### config.mk
export PLATFORM = sky130hd
export DESIGN_NAME = host_pkt_tx
export DESIGN_NICKNAME = d
export VERILOG_FILES = /design/src/rtl/host_pkt_tx.sv
export SDC_FILE = /design/constraint.sdc
export NUM_CORES = 1
export LEC_CHECK = 0
export CORE_ASPECT_RATIO = 0.6
export CORE_MARGIN = 8
export CORE_UTILIZATION = 25
export DETAILED_ROUTE_END_ITERATION = 10
export SETUP_SLACK_MARGIN = 0.05
export SYNTH_ARGS = -nofsm -noshare
export SYNTH_HDL_FRONTEND = slang
export SYNTH_SLANG_ARGS = --single-unit
### constraint.sdc
create_clock -name clk_i -period 4.3 [get_ports clk_i]
set_input_delay 0.43 -clock clk_i [delete_from_list [all_inputs] [get_ports clk_i]]
set_output_delay 0.43 -clock clk_i [all_outputs]
set_load 0.005 [all_outputs]
### src/rtl/host_pkt_tx.sv
`default_nettype none
// ============================================================================
//  Module   : host_pkt_tx
//  Purpose  : Frames a byte stream from user logic into packets of the form
//             SOF, LEN, LEN payload bytes, CHK and writes them into the
//             HostIoComm upload FIFO. Each byte write is a single-cycle add
//             strobe followed by one dead cycle so the FIFO flags can settle.
//             CHK is chosen so that (LEN + payload + CHK) mod 256 == 0.
//  Ports    : clk_i      - clock
//             reset_i    - asynchronous active-low reset
//             start_i    - packet request, sampled only when idle
//             len_i      - payload length captured with start_i
//             data_i     - payload byte, qualified by dataVld_i
//             dataVld_i  - payload byte valid
//             dataRdy_o  - payload byte consumed this cycle
//             add_o      - upload FIFO write strobe
//             data_o     - upload FIFO write data
//             upFull_i   - upload FIFO full
//             busy_o     - packet in progress
//             done_o     - one-cycle pulse once the packet is complete
//             err_o      - one-cycle pulse when start_i is rejected
//  Revision : 1.0 - initial release
// ============================================================================
module host_pkt_tx #(
  parameter int unsigned MAX_LEN_G = 16,
  parameter logic [7:0]  SOF_G     = 8'hA5
) (
  input  logic       clk_i,
  input  logic       reset_i,
  input  logic       start_i,
  input  logic [7:0] len_i,
  input  logic [7:0] data_i,
  input  logic       dataVld_i,
  output logic       dataRdy_o,
  output logic       add_o,
  output logic [7:0] data_o,
  input  logic       upFull_i,
  output logic       busy_o,
  output logic       done_o,
  output logic       err_o
);

  typedef enum logic [2:0] {
    ST_IDLE = 3'd0,
    ST_SOF  = 3'd1,
    ST_LEN  = 3'd2,
    ST_PAY  = 3'd3,
    ST_CHK  = 3'd4,
    ST_GAP  = 3'd5
  } state_t;

  state_t     r_state,   w_stateNxt;
  state_t     r_resume,  w_resumeNxt;   // state entered when GAP ends
  logic [7:0] r_lenCap,  w_lenCapNxt;
  logic [7:0] r_remain,  w_remainNxt;
  logic [7:0] r_chk,     w_chkNxt;
  logic [7:0] r_data,    w_dataNxt;
  logic       r_add,     w_addNxt;
  logic       r_busy,    w_busyNxt;
  logic       r_done,    w_doneNxt;
  logic       r_err,     w_errNxt;
  logic       r_chkSent, w_chkSentNxt;  // CHK already written, finish on return
  logic       w_dataRdy;
  logic       w_lenOk;

  assign w_lenOk = (len_i != 8'd0) && ({24'd0, len_i} <= MAX_LEN_G);

  always_comb begin
    w_stateNxt   = r_state;
    w_resumeNxt  = r_resume;
    w_lenCapNxt  = r_lenCap;
    w_remainNxt  = r_remain;
    w_chkNxt     = r_chk;
    w_dataNxt    = r_data;
    w_addNxt     = 1'b0;
    w_busyNxt    = r_busy;
    w_doneNxt    = 1'b0;
    w_errNxt     = 1'b0;
    w_chkSentNxt = r_chkSent;
    w_dataRdy    = 1'b0;

    case (r_state)
      ST_IDLE: begin
        if (start_i) begin
          if (w_lenOk) begin
            w_lenCapNxt  = len_i;
            w_remainNxt  = len_i;
            w_chkNxt     = 8'd0;
            w_chkSentNxt = 1'b0;
            w_busyNxt    = 1'b1;
            w_stateNxt   = ST_SOF;
          end else begin
            w_errNxt = 1'b1;
          end
        end
      end
      ST_SOF: begin
        if (!upFull_i) begin
          w_addNxt    = 1'b1;
          w_dataNxt   = SOF_G;
          w_resumeNxt = ST_LEN;
          w_stateNxt  = ST_GAP;
        end
      end
      ST_LEN: begin
        if (!upFull_i) begin
          w_addNxt    = 1'b1;
          w_dataNxt   = r_lenCap;
          w_chkNxt    = r_chk + r_lenCap;
          w_resumeNxt = ST_PAY;
          w_stateNxt  = ST_GAP;
        end
      end
      ST_PAY: begin
        w_dataRdy = dataVld_i && !upFull_i;
        if (w_dataRdy) begin
          w_addNxt    = 1'b1;
          w_dataNxt   = data_i;
          w_chkNxt    = r_chk + data_i;
          w_remainNxt = r_remain - 8'd1;
          w_resumeNxt = (r_remain != 8'd1) ? ST_PAY : ST_CHK;
          w_stateNxt  = ST_GAP;
        end
      end
      ST_CHK: begin
        // Second visit (after the CHK byte's dead cycle) closes the packet.
        if (r_chkSent) begin
          w_doneNxt  = 1'b1;
          w_busyNxt  = 1'b0;
          w_stateNxt = ST_IDLE;
        end else if (!upFull_i) begin
          w_addNxt     = 1'b1;
          w_dataNxt    = 8'd0 - r_chk;
          w_chkSentNxt = 1'b1;
          w_resumeNxt  = ST_CHK;
          w_stateNxt   = ST_GAP;
        end
      end
      ST_GAP: begin
        w_stateNxt = r_resume;
      end
      default: begin
        w_stateNxt = ST_IDLE;
      end
    endcase
  end

  always_ff @(posedge clk_i or negedge reset_i) begin
    if (!reset_i) begin
      r_state   <= ST_IDLE;
      r_resume  <= ST_IDLE;
      r_lenCap  <= 8'd0;
      r_remain  <= 8'd0;
      r_chk     <= 8'd0;
      r_data    <= 8'd0;
      r_add     <= 1'b0;
      r_busy    <= 1'b0;
      r_done    <= 1'b0;
      r_err     <= 1'b0;
      r_chkSent <= 1'b0;
    end else begin
      r_state   <= w_stateNxt;
      r_resume  <= w_resumeNxt;
      r_lenCap  <= w_lenCapNxt;
      r_remain  <= w_remainNxt;
      r_chk     <= w_chkNxt;
      r_data    <= w_dataNxt;
      r_add     <= w_addNxt;
      r_busy    <= w_busyNxt;
      r_done    <= w_doneNxt;
      r_err     <= w_errNxt;
      r_chkSent <= w_chkSentNxt;
    end
  end

  assign dataRdy_o = w_dataRdy;
  assign add_o     = r_add;
  assign data_o    = r_data;
  assign busy_o    = r_busy;
  assign done_o    = r_done;
  assign err_o     = r_err;

endmodule
`default_nettype wire

==> run_summary.xml, run 1 <==
<?xml version="1.0" encoding="UTF-8"?>
<metrics>
  <group name="clock_network">
    <metric name="clock-root-buffer" unit="">sky130_fd_sc_hd__clkbuf_16</metric>
    <metric name="clk_transition_reported_paths" unit="ns">0.06</metric>
    <metric name="post_cts_resize_count" unit="">0</metric>
    <metric name="tritoncts.num_buffers" unit="">5</metric>
    <metric name="htree_levels" unit="">2</metric>
    <metric name="cts_sinks" unit="">43</metric>
    <metric name="cts.hold.buffers_added" unit="">0</metric>
    <metric name="clock_latency" unit="ns">0.29</metric>
    <metric name="post_cts_repair_timing_setup_buffer_count" unit="">0</metric>
    <metric name="ctsLongestPathBuffers" unit="">2</metric>
    <metric name="tritoncts_clock_tree" unit="">done</metric>
  </group>
  <group name="timing">
    <metric name="setup-violations-final" unit="">0</metric>
    <metric name="tightestPinTransition" unit="ns">1.000</metric>
    <metric name="fin_crit" unit="ns">3.216</metric>
    <metric name="fin_tns_setup" unit="ns">0</metric>
    <metric name="max_clock_freq" unit="MHz">310.9</metric>
    <metric name="period_utilization_post_route" unit="">0.7479</metric>
    <metric name="setup_slack" unit="ns">1.084</metric>
    <metric name="relSlewSlack" unit="">0.3332</metric>
    <metric name="finClkSkew" unit="ns">0.003359</metric>
    <metric name="slew_violations" unit="">0</metric>
    <metric name="hold_viol" unit="">0</metric>
    <metric name="grt_setup_unrepaired" unit="">false</metric>
  </group>
  <group name="drt">
    <metric name="num_vias" unit="">2242</metric>
    <metric name="drtPass1Iterations" unit="">4</metric>
    <metric name="route.final.wire_length" unit="µm">7369</metric>
    <metric name="drt-initial-drc-count" unit="">158</metric>
    <metric name="ant_nets" unit="">0</metric>
    <metric name="routed_wire_length_per_instance" unit="µm">16.16</metric>
    <metric name="post-route-drc-count" unit="">0</metric>
    <metric name="viasPerCell" unit="">4.917</metric>
  </group>
  <group name="global_routing">
    <metric name="antenna_found_initial" unit="">0</metric>
    <metric name="grtUsageTotal" unit="">0.1087</metric>
    <metric name="globalRouteOverflowTotal" unit="">0</metric>
    <metric name="grt_start_max_net_pins" unit="">44</metric>
    <metric name="first_global_vias" unit="">2142</metric>
    <metric name="grt_pass1_wl" unit="µm">11900</metric>
  </group>
  <group name="synthesis">
    <metric name="total_standard_cell_area_after_synthesis" unit="mm²">0.002626</metric>
    <metric name="netlist_instances" unit="">287</metric>
    <metric name="synth_enable_flop_cells" unit="">0</metric>
    <metric name="flop_and_latch_count_out_of_synthesis" unit="">43</metric>
    <metric name="yosys_most_used_dff" unit="">sky130_fd_sc_hd__dfrtp_1</metric>
    <metric name="postSynthAreaPerCell" unit="µm²">9.151</metric>
    <metric name="ys_types" unit="">59</metric>
    <metric name="synth-warning-count" unit="">0</metric>
    <metric name="synthesis.nets" unit="">319</metric>
    <metric name="synth_seq_area_share" unit="">0.4097</metric>
    <metric name="async_flop_share" unit="">1.000</metric>
  </group>
  <group name="cells_and_area">
    <metric name="share_of_final_layout_standard_cells_stronger_than_drive_strength_1" unit="">0.08202</metric>
    <metric name="count_of_inserted_antenna_diode_cells" unit="">0</metric>
    <metric name="fin_nets" unit="">348</metric>
    <metric name="n_fill_cell" unit="">1059</metric>
    <metric name="area_delta_synth_final" unit="%">23.49</metric>
    <metric name="finish.utilization" unit="">0.3114</metric>
  </group>
  <group name="floorplanning">
    <metric name="die_y" unit="µm">95.39</metric>
    <metric name="die_width" unit="µm">148.3</metric>
    <metric name="die_footprint" unit="mm²">0.01415</metric>
    <metric name="rows" unit="">29</metric>
    <metric name="initial_core_util" unit="">0.2522</metric>
    <metric name="floorplan.io_pins" unit="">34</metric>
    <metric name="core_region_area" unit="mm²">0.01041</metric>
  </group>
  <group name="setup_path">
    <metric name="cp.required" unit="ns">4.48</metric>
    <metric name="setup.worst_path.start_class" unit="">flop</metric>
    <metric name="worstSetupStartpoint" unit="">r_state[0]</metric>
    <metric name="criticalPathCategory" unit="">reg2reg</metric>
    <metric name="endpoint_kind" unit="">flop</metric>
    <metric name="rr_worst_depth" unit="">12</metric>
    <metric name="worst-endpoint-arrival" unit="ns">3.40</metric>
    <metric name="rr_startpoint" unit="">r_state[0]</metric>
    <metric name="worst_reg2reg_setup_slack" unit="ns">1.08</metric>
    <metric name="r2r_end" unit="">r_chk[6]</metric>
    <metric name="critPathMaxFanout" unit="">24</metric>
  </group>
  <group name="status">
    <metric name="result_of_the_run" unit="">completed</metric>
  </group>
  <group name="power">
    <metric name="ir_drop" unit="V">0.0002022</metric>
    <metric name="p_leak" unit="µW">0.001399</metric>
    <metric name="power.density" unit="mW/mm²">636.5</metric>
  </group>
  <group name="place">
    <metric name="place.gp.congestion" unit="">0.8726</metric>
    <metric name="placement.io_buffers" unit="">33</metric>
    <metric name="worst_slack_at_placement" unit="ns">1.099</metric>
    <metric name="hpwl" unit="µm">5758</metric>
  </group>
  <group name="worst_hold_path">
    <metric name="min_path_type" unit="">in2async</metric>
  </group>
  <group name="job">
    <metric name="cap_violations" unit="">0</metric>
  </group>
</metrics>
-- worst max-delay path, stage by stage (launching register included) --
cell and delay [ns]:
sky130_fd_sc_hd__dfrtp_1 0.84, sky130_fd_sc_hd__nand3b_1 0.30, sky130_fd_sc_hd__buf_4 0.30, sky130_fd_sc_hd__nand2_1 0.09, sky130_fd_sc_hd__nand2_1 0.05, sky130_fd_sc_hd__ha_1 0.20
sky130_fd_sc_hd__inv_1 0.07, sky130_fd_sc_hd__fa_1 0.17, sky130_fd_sc_hd__nor2b_1 0.07, sky130_fd_sc_hd__o31a_1 0.26, sky130_fd_sc_hd__o21a_1 0.18, sky130_fd_sc_hd__or3_1 0.31
sky130_fd_sc_hd__a32o_1 0.25
-- Yosys cell counts (5+ instances only) --
| cell | n | share of area |
|---|---|---|
| sky130_fd_sc_hd__dfrtp_1 | 43 | 0.41 |
| sky130_fd_sc_hd__nand2_1 | 39 | 0.056 |
| sky130_fd_sc_hd__nor2_1 | 25 | 0.036 |
| sky130_fd_sc_hd__o21ai_0 | 19 | 0.036 |
| sky130_fd_sc_hd__a21oi_1 | 18 | 0.034 |
| sky130_fd_sc_hd__ha_1 | 10 | 0.048 |
| sky130_fd_sc_hd__inv_1 | 10 | 0.014 |
| sky130_fd_sc_hd__mux2i_1 | 9 | 0.034 |
| sky130_fd_sc_hd__a31oi_1 | 6 | 0.014 |
| sky130_fd_sc_hd__clkbuf_1 | 6 | 0.0086 |
| sky130_fd_sc_hd__mux2_2 | 6 | 0.026 |
| sky130_fd_sc_hd__and2_1 | 5 | 0.012 |
| sky130_fd_sc_hd__buf_2 | 5 | 0.0095 |
| sky130_fd_sc_hd__xnor2_1 | 5 | 0.017 |
| sky130_fd_sc_hd__xor2_1 | 5 | 0.017 |
-- metrics by stage --
step / power (µW) / cells / hold slack, ns / cell area, µm²
global placement: 1603 / 448 / 0.4861 / 3074
global route: 2229 / 456 / 0.3794 / 3243
floorplan: 1346 / 287 / 0.1344 / 2626
finish: 2064 / 456 / 0.2880 / 3243
CTS: 2077 / 456 / 0.3386 / 3243
detailed placement: 1625 / 448 / 0.4883 / 3074
-- final cells by class --
type                            count  area [µm²]  share of cell area
Timing Repair Buffer               35       340.3              0.1049
Inverter                           11       42.54             0.01312
Sequential cell                    43        1076              0.3318
Tap cell                          139       173.9             0.05363
Clock inverter                      3       43.79             0.01350
Multi-Input combinational cell    220        1441              0.4444
Clock buffer                        5       125.1             0.03858
-- how the worst max path moves through the flow --
stage,end,depth (start not counted)
after CTS,r_chk[6],12
after global placement,r_chk[6],12
after floorplan,r_chk[6],12
after detailed placement,r_chk[6],12
after global routing,r_chk[6],12
final,r_chk[6],12
-- layer usage --
| metal | routed length (µm) | GRT usage |
|---|---|---|
| met1 | 3997 | 0.1622 |
| met2 | 2850 | 0.1460 |
| met3 | 449 | 0.03318 |
| met4 | 72 | 0.02785 |
| met5 | 0 | 0 |
-- registers in the layout (all words and copies together) (netlist names) --
register   flops
data_o         8
r_chk          8
r_lenCap       8
r_remain       8
r_resume       3
r_state        3
add_o          1
busy_o         1
done_o         1
err_o          1
r_chkSent      1
-- cells by family after synthesis --
family	after synthesis	synth area share
and+or+nand+nor	104	0.1963
AOI/OAI and AO/OA	79	0.1996
DFF	43	0.4097
buffers and inverters	24	0.04145
muxes	16	0.06432
adders and majority gates	11	0.05526
xor gates and xnor gates	10	0.03335
-- power by group --
part,total [µW],internal [µW],switching (µW)
registers,718,540,178
clock network,443,274,169
logic,903,424,479
total,2060,1240,827
-- placed cells by master (no fill, tap or decap), types with 2 or more instances in the layout --
cell | Yosys | layout
sky130_fd_sc_hd__dfrtp_1 | 43 | 43
sky130_fd_sc_hd__nand2_1 | 39 | 39
sky130_fd_sc_hd__clkdlybuf4s50_1 | 0 | 32
sky130_fd_sc_hd__nor2_1 | 25 | 25
sky130_fd_sc_hd__o21ai_0 | 19 | 19
sky130_fd_sc_hd__a21oi_1 | 18 | 18
sky130_fd_sc_hd__inv_1 | 10 | 10
sky130_fd_sc_hd__ha_1 | 10 | 10
sky130_fd_sc_hd__mux2i_1 | 9 | 9
sky130_fd_sc_hd__mux2_2 | 6 | 6
sky130_fd_sc_hd__a31oi_1 | 6 | 6
sky130_fd_sc_hd__and2_1 | 5 | 5
sky130_fd_sc_hd__xor2_1 | 5 | 5
sky130_fd_sc_hd__xnor2_1 | 5 | 5
sky130_fd_sc_hd__clkbuf_16 | 0 | 5
sky130_fd_sc_hd__o22ai_1 | 4 | 4
sky130_fd_sc_hd__nor4_1 | 4 | 4
sky130_fd_sc_hd__nor2b_1 | 4 | 4
sky130_fd_sc_hd__a22o_1 | 4 | 4
sky130_fd_sc_hd__nor4b_1 | 3 | 3
sky130_fd_sc_hd__nor3_1 | 3 | 3
sky130_fd_sc_hd__o21a_1 | 3 | 3
sky130_fd_sc_hd__nand3_1 | 3 | 3
sky130_fd_sc_hd__o31ai_1 | 3 | 3
sky130_fd_sc_hd__nor3b_1 | 2 | 2
sky130_fd_sc_hd__clkinv_2 | 1 | 2
sky130_fd_sc_hd__o21bai_1 | 2 | 2
sky130_fd_sc_hd__a22oi_1 | 2 | 2
sky130_fd_sc_hd__o2bb2ai_1 | 2 | 2
sky130_fd_sc_hd__or3_1 | 2 | 2
sky130_fd_sc_hd__o31a_1 | 2 | 2
sky130_fd_sc_hd__a32o_1 | 2 | 2
sky130_fd_sc_hd__a21o_1 | 2 | 2
sky130_fd_sc_hd__o32a_1 | 2 | 2
sky130_fd_sc_hd__o22a_1 | 2 | 2
sky130_fd_sc_hd__buf_4 | 1 | 2
Note: power is estimated with default switching activity, not from simulation.
==> run 2, diff against run 1 <==
Clock period 4.3 ns to 2.89 ns, I/O delays scaled along.
==> run 2 against run 1 <==
Net effect:
- worst hold slack lost 0.11 ns
- sequential share of layout area is 0.33 points lower
- setup slack got worse by 0.80 ns
- utilization rose by 0.31 points
- clock-buffer cell count grew 1
- die area unchanged
- largest cell class unchanged
==> run_summary.xml, run 2 (synthesis gave the netlist of run 1 again) <==
<?xml version="1.0" encoding="UTF-8"?>
<metrics>
  <group name="clock_network">
    <metric name="tritoncts.num_buffers" unit="">5</metric>
    <metric name="tritoncts_clock_tree" unit="">done</metric>
    <metric name="clock_latency" unit="ns">0.29</metric>
    <metric name="clk_transition_reported_paths" unit="ns">0.06</metric>
    <metric name="cts.hold.buffers_added" unit="">0</metric>
    <metric name="ctsLongestPathBuffers" unit="">2</metric>
    <metric name="htree_levels" unit="">2</metric>
    <metric name="cts_sinks" unit="">43</metric>
    <metric name="clock-root-buffer" unit="">sky130_fd_sc_hd__clkbuf_16</metric>
    <metric name="post_cts_repair_timing_setup_buffer_count" unit="">0</metric>
    <metric name="post_cts_resize_count" unit="">0</metric>
  </group>
  <group name="setup_path">
    <metric name="worst_reg2reg_setup_slack" unit="ns">0.28</metric>
    <metric name="r2r_end" unit="">r_chk[6]</metric>
    <metric name="setup.worst_path.start_class" unit="">flop</metric>
    <metric name="critical_path.most_common_cell" unit="">sky130_fd_sc_hd__nand2_1</metric>
    <metric name="cp.required" unit="ns">3.07</metric>
    <metric name="critPathMaxStageDelay" unit="ns">0.37</metric>
    <metric name="rr_startpoint" unit="">r_state[2]</metric>
    <metric name="worst-endpoint-arrival" unit="ns">2.79</metric>
    <metric name="endpoint_of_the_worst_setup_timing_path" unit="">r_chk[6]</metric>
    <metric name="crit_path_cell_trace" unit="">and2b_2 -&gt; and2_1 -&gt; nand2_1 -&gt; nand2_1 -&gt; ha_1 -&gt; nor2b_1 -&gt; o31a_1 -&gt; o21a_1 -&gt; or3_1 -&gt; a32o_1</metric>
    <metric name="critical-path-slowest-cell" unit="">sky130_fd_sc_hd__dfrtp_1</metric>
    <metric name="endpoint_kind" unit="">flop</metric>
    <metric name="rr_worst_depth" unit="">10</metric>
    <metric name="critPathMaxFanout" unit="">6</metric>
    <metric name="path_delay_family" unit="">simple AND/OR/NAND/NOR gates</metric>
    <metric name="cp.depth" unit="">10</metric>
    <metric name="crit_buf_inv" unit="">0</metric>
    <metric name="worstSetupStartpoint" unit="">r_state[2]</metric>
    <metric name="criticalPathCategory" unit="">reg2reg</metric>
  </group>
  <group name="timing">
    <metric name="relSlewSlack" unit="">0.3334</metric>
    <metric name="slew_violations" unit="">0</metric>
    <metric name="max_clock_freq" unit="MHz">383.4</metric>
    <metric name="fin_tns_setup" unit="ns">0</metric>
    <metric name="fin_crit" unit="ns">2.608</metric>
    <metric name="setup-violations-final" unit="">0</metric>
    <metric name="tightestPinTransition" unit="ns">1.000</metric>
    <metric name="period_utilization_post_route" unit="">0.9024</metric>
    <metric name="grt_setup_unrepaired" unit="">false</metric>
    <metric name="hold_viol" unit="">0</metric>
    <metric name="finClkSkew" unit="ns">0.005551</metric>
  </group>
  <group name="power">
    <metric name="ir_drop" unit="V">0.0002986</metric>
    <metric name="power.density" unit="mW/mm²">926.6</metric>
    <metric name="power.total" unit="µW">3035</metric>
    <metric name="p_leak" unit="µW">0.001420</metric>
  </group>
  <group name="floorplanning">
    <metric name="die_width" unit="µm">148.3</metric>
    <metric name="die_footprint" unit="mm²">0.01415</metric>
    <metric name="floorplan.io_pins" unit="">34</metric>
    <metric name="rows" unit="">29</metric>
    <metric name="die_y" unit="µm">95.39</metric>
    <metric name="initial_core_util" unit="">0.2522</metric>
    <metric name="core_region_area" unit="mm²">0.01041</metric>
  </group>
  <group name="worst_hold_path">
    <metric name="min_path_type" unit="">in2async</metric>
  </group>
  <group name="drt">
    <metric name="drtPass1Iterations" unit="">4</metric>
    <metric name="drt-initial-drc-count" unit="">244</metric>
    <metric name="route.final.wire_length" unit="µm">7277</metric>
    <metric name="routed_wire_length_per_instance" unit="µm">15.68</metric>
    <metric name="viasPerCell" unit="">4.821</metric>
    <metric name="post-route-drc-count" unit="">0</metric>
    <metric name="ant_nets" unit="">0</metric>
    <metric name="num_vias" unit="">2237</metric>
  </group>
  <group name="place">
    <metric name="hpwl" unit="µm">5672</metric>
    <metric name="post_place_instance_area" unit="mm²">0.003134</metric>
    <metric name="place.gp.congestion" unit="">0.9371</metric>
    <metric name="placement.io_buffers" unit="">33</metric>
  </group>
  <group name="cells_and_area">
    <metric name="leading_cell_type_in_the_layout_fill_and_taps_excluded" unit="">sky130_fd_sc_hd__dfrtp_1</metric>
    <metric name="final_cell_mix" unit="">sky130_fd_sc_hd__dfrtp_1 (43), sky130_fd_sc_hd__nand2_1 (39), sky130_fd_sc_hd__clkdlybuf4s50_1 (32)</metric>
    <metric name="fin_nets" unit="">356</metric>
    <metric name="n_fill_cell" unit="">1061</metric>
    <metric name="finish.utilization" unit="">0.3146</metric>
    <metric name="area_delta_synth_final" unit="%">24.73</metric>
    <metric name="count_of_inserted_antenna_diode_cells" unit="">0</metric>
    <metric name="share_of_final_layout_standard_cells_stronger_than_drive_strength_1" unit="">0.1015</metric>
    <metric name="final_area" unit="mm²">0.003276</metric>
  </group>
  <group name="global_routing">
    <metric name="first_global_vias" unit="">2193</metric>
    <metric name="grt_pass1_wl" unit="µm">11830</metric>
    <metric name="antenna_found_initial" unit="">0</metric>
    <metric name="grtUsageTotal" unit="">0.1069</metric>
    <metric name="grt_start_max_net_pins" unit="">44</metric>
    <metric name="globalRouteOverflowTotal" unit="">0</metric>
  </group>
  <group name="status">
    <metric name="result_of_the_run" unit="">completed</metric>
  </group>
  <group name="job">
    <metric name="cap_violations" unit="">0</metric>
  </group>
</metrics>
run 2: cell count changes in the layout (fill, tap and decap cells not counted), sizes merged:
cell	before	now
clkbuf	5	6
clkinvlp	0	1
clkinv	3	2
buf	3	11
bufinv	1	0
run 2: power breakdown:
part	switching [µW]	leakage [µW]	internal (µW)
registers	210	0.000543	804
logic	783	0.000810	683
clock network	236	0.0000669	319
total	1230	0.00142	1810
run 2: area by class of cell:
cell class / instances / area [µm²] / area share
clock buffers: 6 / 128.9 / 0.03934
repair buffers: 43 / 400.4 / 0.1222
multi-input cells: 220 / 1441 / 0.4400
flip-flops and latches: 43 / 1076 / 0.3285
well taps: 139 / 173.9 / 0.05309
inverters: 11 / 42.54 / 0.01299
clock inverters: 2 / 12.51 / 0.003820
run 2: per-stage QoR:
stage                     setup slack [ns]  instances  hold slack [ns]
after CTS                           0.2908        464           0.2081
after global routing               0.09039        464           0.2487
final                               0.2821        464           0.1740
after detailed placement            0.1701        456           0.4885
after floorplan                     0.1909        287        -0.006591
after global placement              0.1578        456           0.4839
run 2: metal layers:
layer,GRT usage,vias up,share of wire
met1,0.1635,1062,0.54
li1,-,1106,-
met3,0.03033,10,0.061
met5,0,-,0
met2,0.1422,59,0.39
met4,0.02278,0,0.0098
run 2: worst min path at each step:
stage / start / to / slack [ns]
after floorplan: reset_i / add_o / -0.007
after global placement: data_o[6] / data_o[6] / 0.48
after detailed placement: data_o[6] / data_o[6] / 0.49
after CTS: reset_i / data_o[0] / 0.21
after global routing: reset_i / done_o / 0.25
final: reset_i / data_o[2] / 0.17
==> run 3, diff against run 2 <==
==> constraint.sdc (replaced) <==
create_clock -name clk_i -period 2.89 [get_ports clk_i]
set_input_delay 0.289 -clock clk_i [delete_from_list [all_inputs] [get_ports clk_i]]
set_output_delay 0.289 -clock clk_i [all_outputs]
set_load 0.1 [all_outputs]
==> run 3 against run 2 <==
Net effect:
- fmax down 0.41%
- power up 19%
- critical path type unchanged
- via count up 2.5%
- combinational power up 27%
- worst hold slack worse by 0.0094 ns
- register-to-register slack about the same
- first-iteration DRC count up 2.0%
- clock-buffer cell count unchanged
- largest cell class unchanged
- global-route usage up 0.18 points
==> run_summary.xml, run 3 (synthesis gave the netlist of run 1 again) <==
<?xml version="1.0" encoding="UTF-8"?>
<metrics>
  <group name="timing">
    <metric name="fin_crit" unit="ns">2.619</metric>
    <metric name="tightestPinTransition" unit="ns">1.012</metric>
    <metric name="hold_viol" unit="">0</metric>
    <metric name="slew_violations" unit="">0</metric>
    <metric name="relSlewSlack" unit="">0.3251</metric>
    <metric name="grt_setup_unrepaired" unit="">false</metric>
    <metric name="finClkSkew" unit="ns">0.005012</metric>
    <metric name="finalHoldWorstSlack" unit="ns">0.1646</metric>
    <metric name="max_clock_freq" unit="MHz">381.9</metric>
    <metric name="period_utilization_post_route" unit="">0.9061</metric>
    <metric name="setup-violations-final" unit="">0</metric>
    <metric name="fin_tns_setup" unit="ns">0</metric>
  </group>
  <group name="clock_network">
    <metric name="clk_transition_reported_paths" unit="ns">0.06</metric>
    <metric name="ctsLongestPathBuffers" unit="">2</metric>
    <metric name="htree_levels" unit="">2</metric>
    <metric name="clock-root-buffer" unit="">sky130_fd_sc_hd__clkbuf_16</metric>
    <metric name="cts.hold.buffers_added" unit="">0</metric>
    <metric name="cts_sinks" unit="">43</metric>
    <metric name="tritoncts.num_buffers" unit="">5</metric>
    <metric name="post_cts_repair_timing_setup_buffer_count" unit="">0</metric>
    <metric name="post_cts_resize_count" unit="">0</metric>
    <metric name="tritoncts_clock_tree" unit="">done</metric>
    <metric name="clock_latency" unit="ns">0.29</metric>
  </group>
  <group name="place">
    <metric name="place.gp.congestion" unit="">0.9070</metric>
    <metric name="dp.cells" unit="">457</metric>
    <metric name="placement.io_buffers" unit="">33</metric>
    <metric name="hpwl" unit="µm">5873</metric>
  </group>
  <group name="setup_path">
    <metric name="setup.worst_path.start_class" unit="">flop</metric>
    <metric name="worst-endpoint-arrival" unit="ns">2.80</metric>
    <metric name="criticalPathCategory" unit="">reg2reg</metric>
    <metric name="cp.required" unit="ns">3.07</metric>
    <metric name="rr_worst_depth" unit="">10</metric>
    <metric name="worst_reg2reg_setup_slack" unit="ns">0.27</metric>
    <metric name="cp.depth" unit="">10</metric>
    <metric name="crit_path_cell_trace" unit="">and2b_2 -&gt; and2_1 -&gt; nand2_1 -&gt; nand2_1 -&gt; ha_1 -&gt; nor2b_1 -&gt; o31a_1 -&gt; o21a_1 -&gt; or3_1 -&gt; a32o_1</metric>
    <metric name="endpoint_kind" unit="">flop</metric>
    <metric name="critical_path.most_common_cell" unit="">sky130_fd_sc_hd__nand2_1</metric>
    <metric name="crit_buf_inv" unit="">0</metric>
    <metric name="critPathMaxStageDelay" unit="ns">0.38</metric>
    <metric name="path_delay_family" unit="">simple AND/OR/NAND/NOR gates</metric>
    <metric name="critPathMaxFanout" unit="">6</metric>
    <metric name="worstSetupStartpoint" unit="">r_state[2]</metric>
    <metric name="endpoint_of_the_worst_setup_timing_path" unit="">r_chk[6]</metric>
    <metric name="r2r_end" unit="">r_chk[6]</metric>
    <metric name="rr_startpoint" unit="">r_state[2]</metric>
    <metric name="critical-path-slowest-cell" unit="">sky130_fd_sc_hd__dfrtp_1</metric>
  </group>
  <group name="cells_and_area">
    <metric name="share_of_final_layout_standard_cells_stronger_than_drive_strength_1" unit="">0.1472</metric>
    <metric name="fin_nets" unit="">357</metric>
    <metric name="count_of_inserted_antenna_diode_cells" unit="">0</metric>
    <metric name="leading_cell_type_in_the_layout_fill_and_taps_excluded" unit="">sky130_fd_sc_hd__dfrtp_1</metric>
    <metric name="final_cell_mix" unit="">sky130_fd_sc_hd__dfrtp_1 (43), sky130_fd_sc_hd__nand2_1 (39), sky130_fd_sc_hd__nor2_1 (25)</metric>
    <metric name="area_delta_synth_final" unit="%">26.25</metric>
    <metric name="final-instance-count-excl-fill" unit="">465</metric>
  </group>
  <group name="global_routing">
    <metric name="antenna_found_initial" unit="">0</metric>
    <metric name="globalRouteOverflowTotal" unit="">0</metric>
    <metric name="grt_pass1_wl" unit="µm">11670</metric>
    <metric name="grtUsageTotal" unit="">0.1086</metric>
    <metric name="first_global_vias" unit="">2063</metric>
    <metric name="grt_start_max_net_pins" unit="">44</metric>
  </group>
  <group name="job">
    <metric name="cap_violations" unit="">0</metric>
  </group>
  <group name="floorplanning">
    <metric name="die_y" unit="µm">95.39</metric>
    <metric name="floorplan.io_pins" unit="">34</metric>
    <metric name="die_width" unit="µm">148.3</metric>
    <metric name="core_region_area" unit="mm²">0.01041</metric>
    <metric name="initial_core_util" unit="">0.2522</metric>
    <metric name="die_footprint" unit="mm²">0.01415</metric>
    <metric name="rows" unit="">29</metric>
  </group>
  <group name="worst_hold_path">
    <metric name="min_path_type" unit="">in2async</metric>
  </group>
  <group name="power">
    <metric name="power.density" unit="mW/mm²">1091</metric>
    <metric name="p_leak" unit="µW">0.001470</metric>
    <metric name="ir_drop" unit="V">0.0006944</metric>
  </group>
  <group name="drt">
    <metric name="num_vias" unit="">2293</metric>
    <metric name="routed_wire_length_per_instance" unit="µm">16.29</metric>
    <metric name="ant_nets" unit="">0</metric>
    <metric name="post-route-drc-count" unit="">0</metric>
    <metric name="drtPass1Iterations" unit="">5</metric>
    <metric name="drt-initial-drc-count" unit="">249</metric>
    <metric name="viasPerCell" unit="">4.931</metric>
    <metric name="route.final.wire_length" unit="µm">7574</metric>
  </group>
  <group name="status">
    <metric name="result_of_the_run" unit="">completed</metric>
  </group>
</metrics>
-- run 3: routing by layer --
layer	vias to the layer above	track usage	part of all wire
met1	1093	0.1737	0.56
met5	-	0	0
met2	83	0.1282	0.35
met4	0	0.02110	0.0050
li1	1113	-	-
met3	4	0.03981	0.083
-- run 3: power breakdown --
group          internal [µW]  leakage [µW]  switching [µW]
Clock                    496     0.0000911             240
Combinational            668      0.000836            1200
Sequential               805      0.000543             214
-- run 3: area by class of cell --
cell class              instances  area, µm²
multi-input cells             220       1446
well taps                     139      173.9
repair buffers                 44      387.9
fillers                      1076       7098
clock inverters                 2      60.06
flip-flops and latches         43       1076
clock buffers                   6      128.9
inverters                      11      42.54
-- run 3: how the worst min path moves through the flow --
stage                         start        end  slack (ns)  depth (start not counted)
final                       reset_i  data_o[4]        0.16                          1
after global routing        reset_i  data_o[4]        0.24                          1
after CTS                   reset_i  data_o[1]        0.21                          1
after detailed placement  data_o[6]  data_o[6]        0.49                          1
after global placement    data_o[6]  data_o[6]        0.48                          1
after floorplan             reset_i      add_o      -0.007                          0
-- run 3: metrics by stage --
step           setup WS, ns  total power, µW  area (µm²)    util
2_1_floorplan        0.1196             2369        2631       -
3_3_place_gp         0.3192             2822        3127  0.3003
3_5_place_dp         0.3249             2857        3127  0.3003
4_1_cts              0.3152             3610        3316  0.3184
5_1_grt              0.1608             3836        3316  0.3184
6_report             0.2715             3618        3316  0.3184
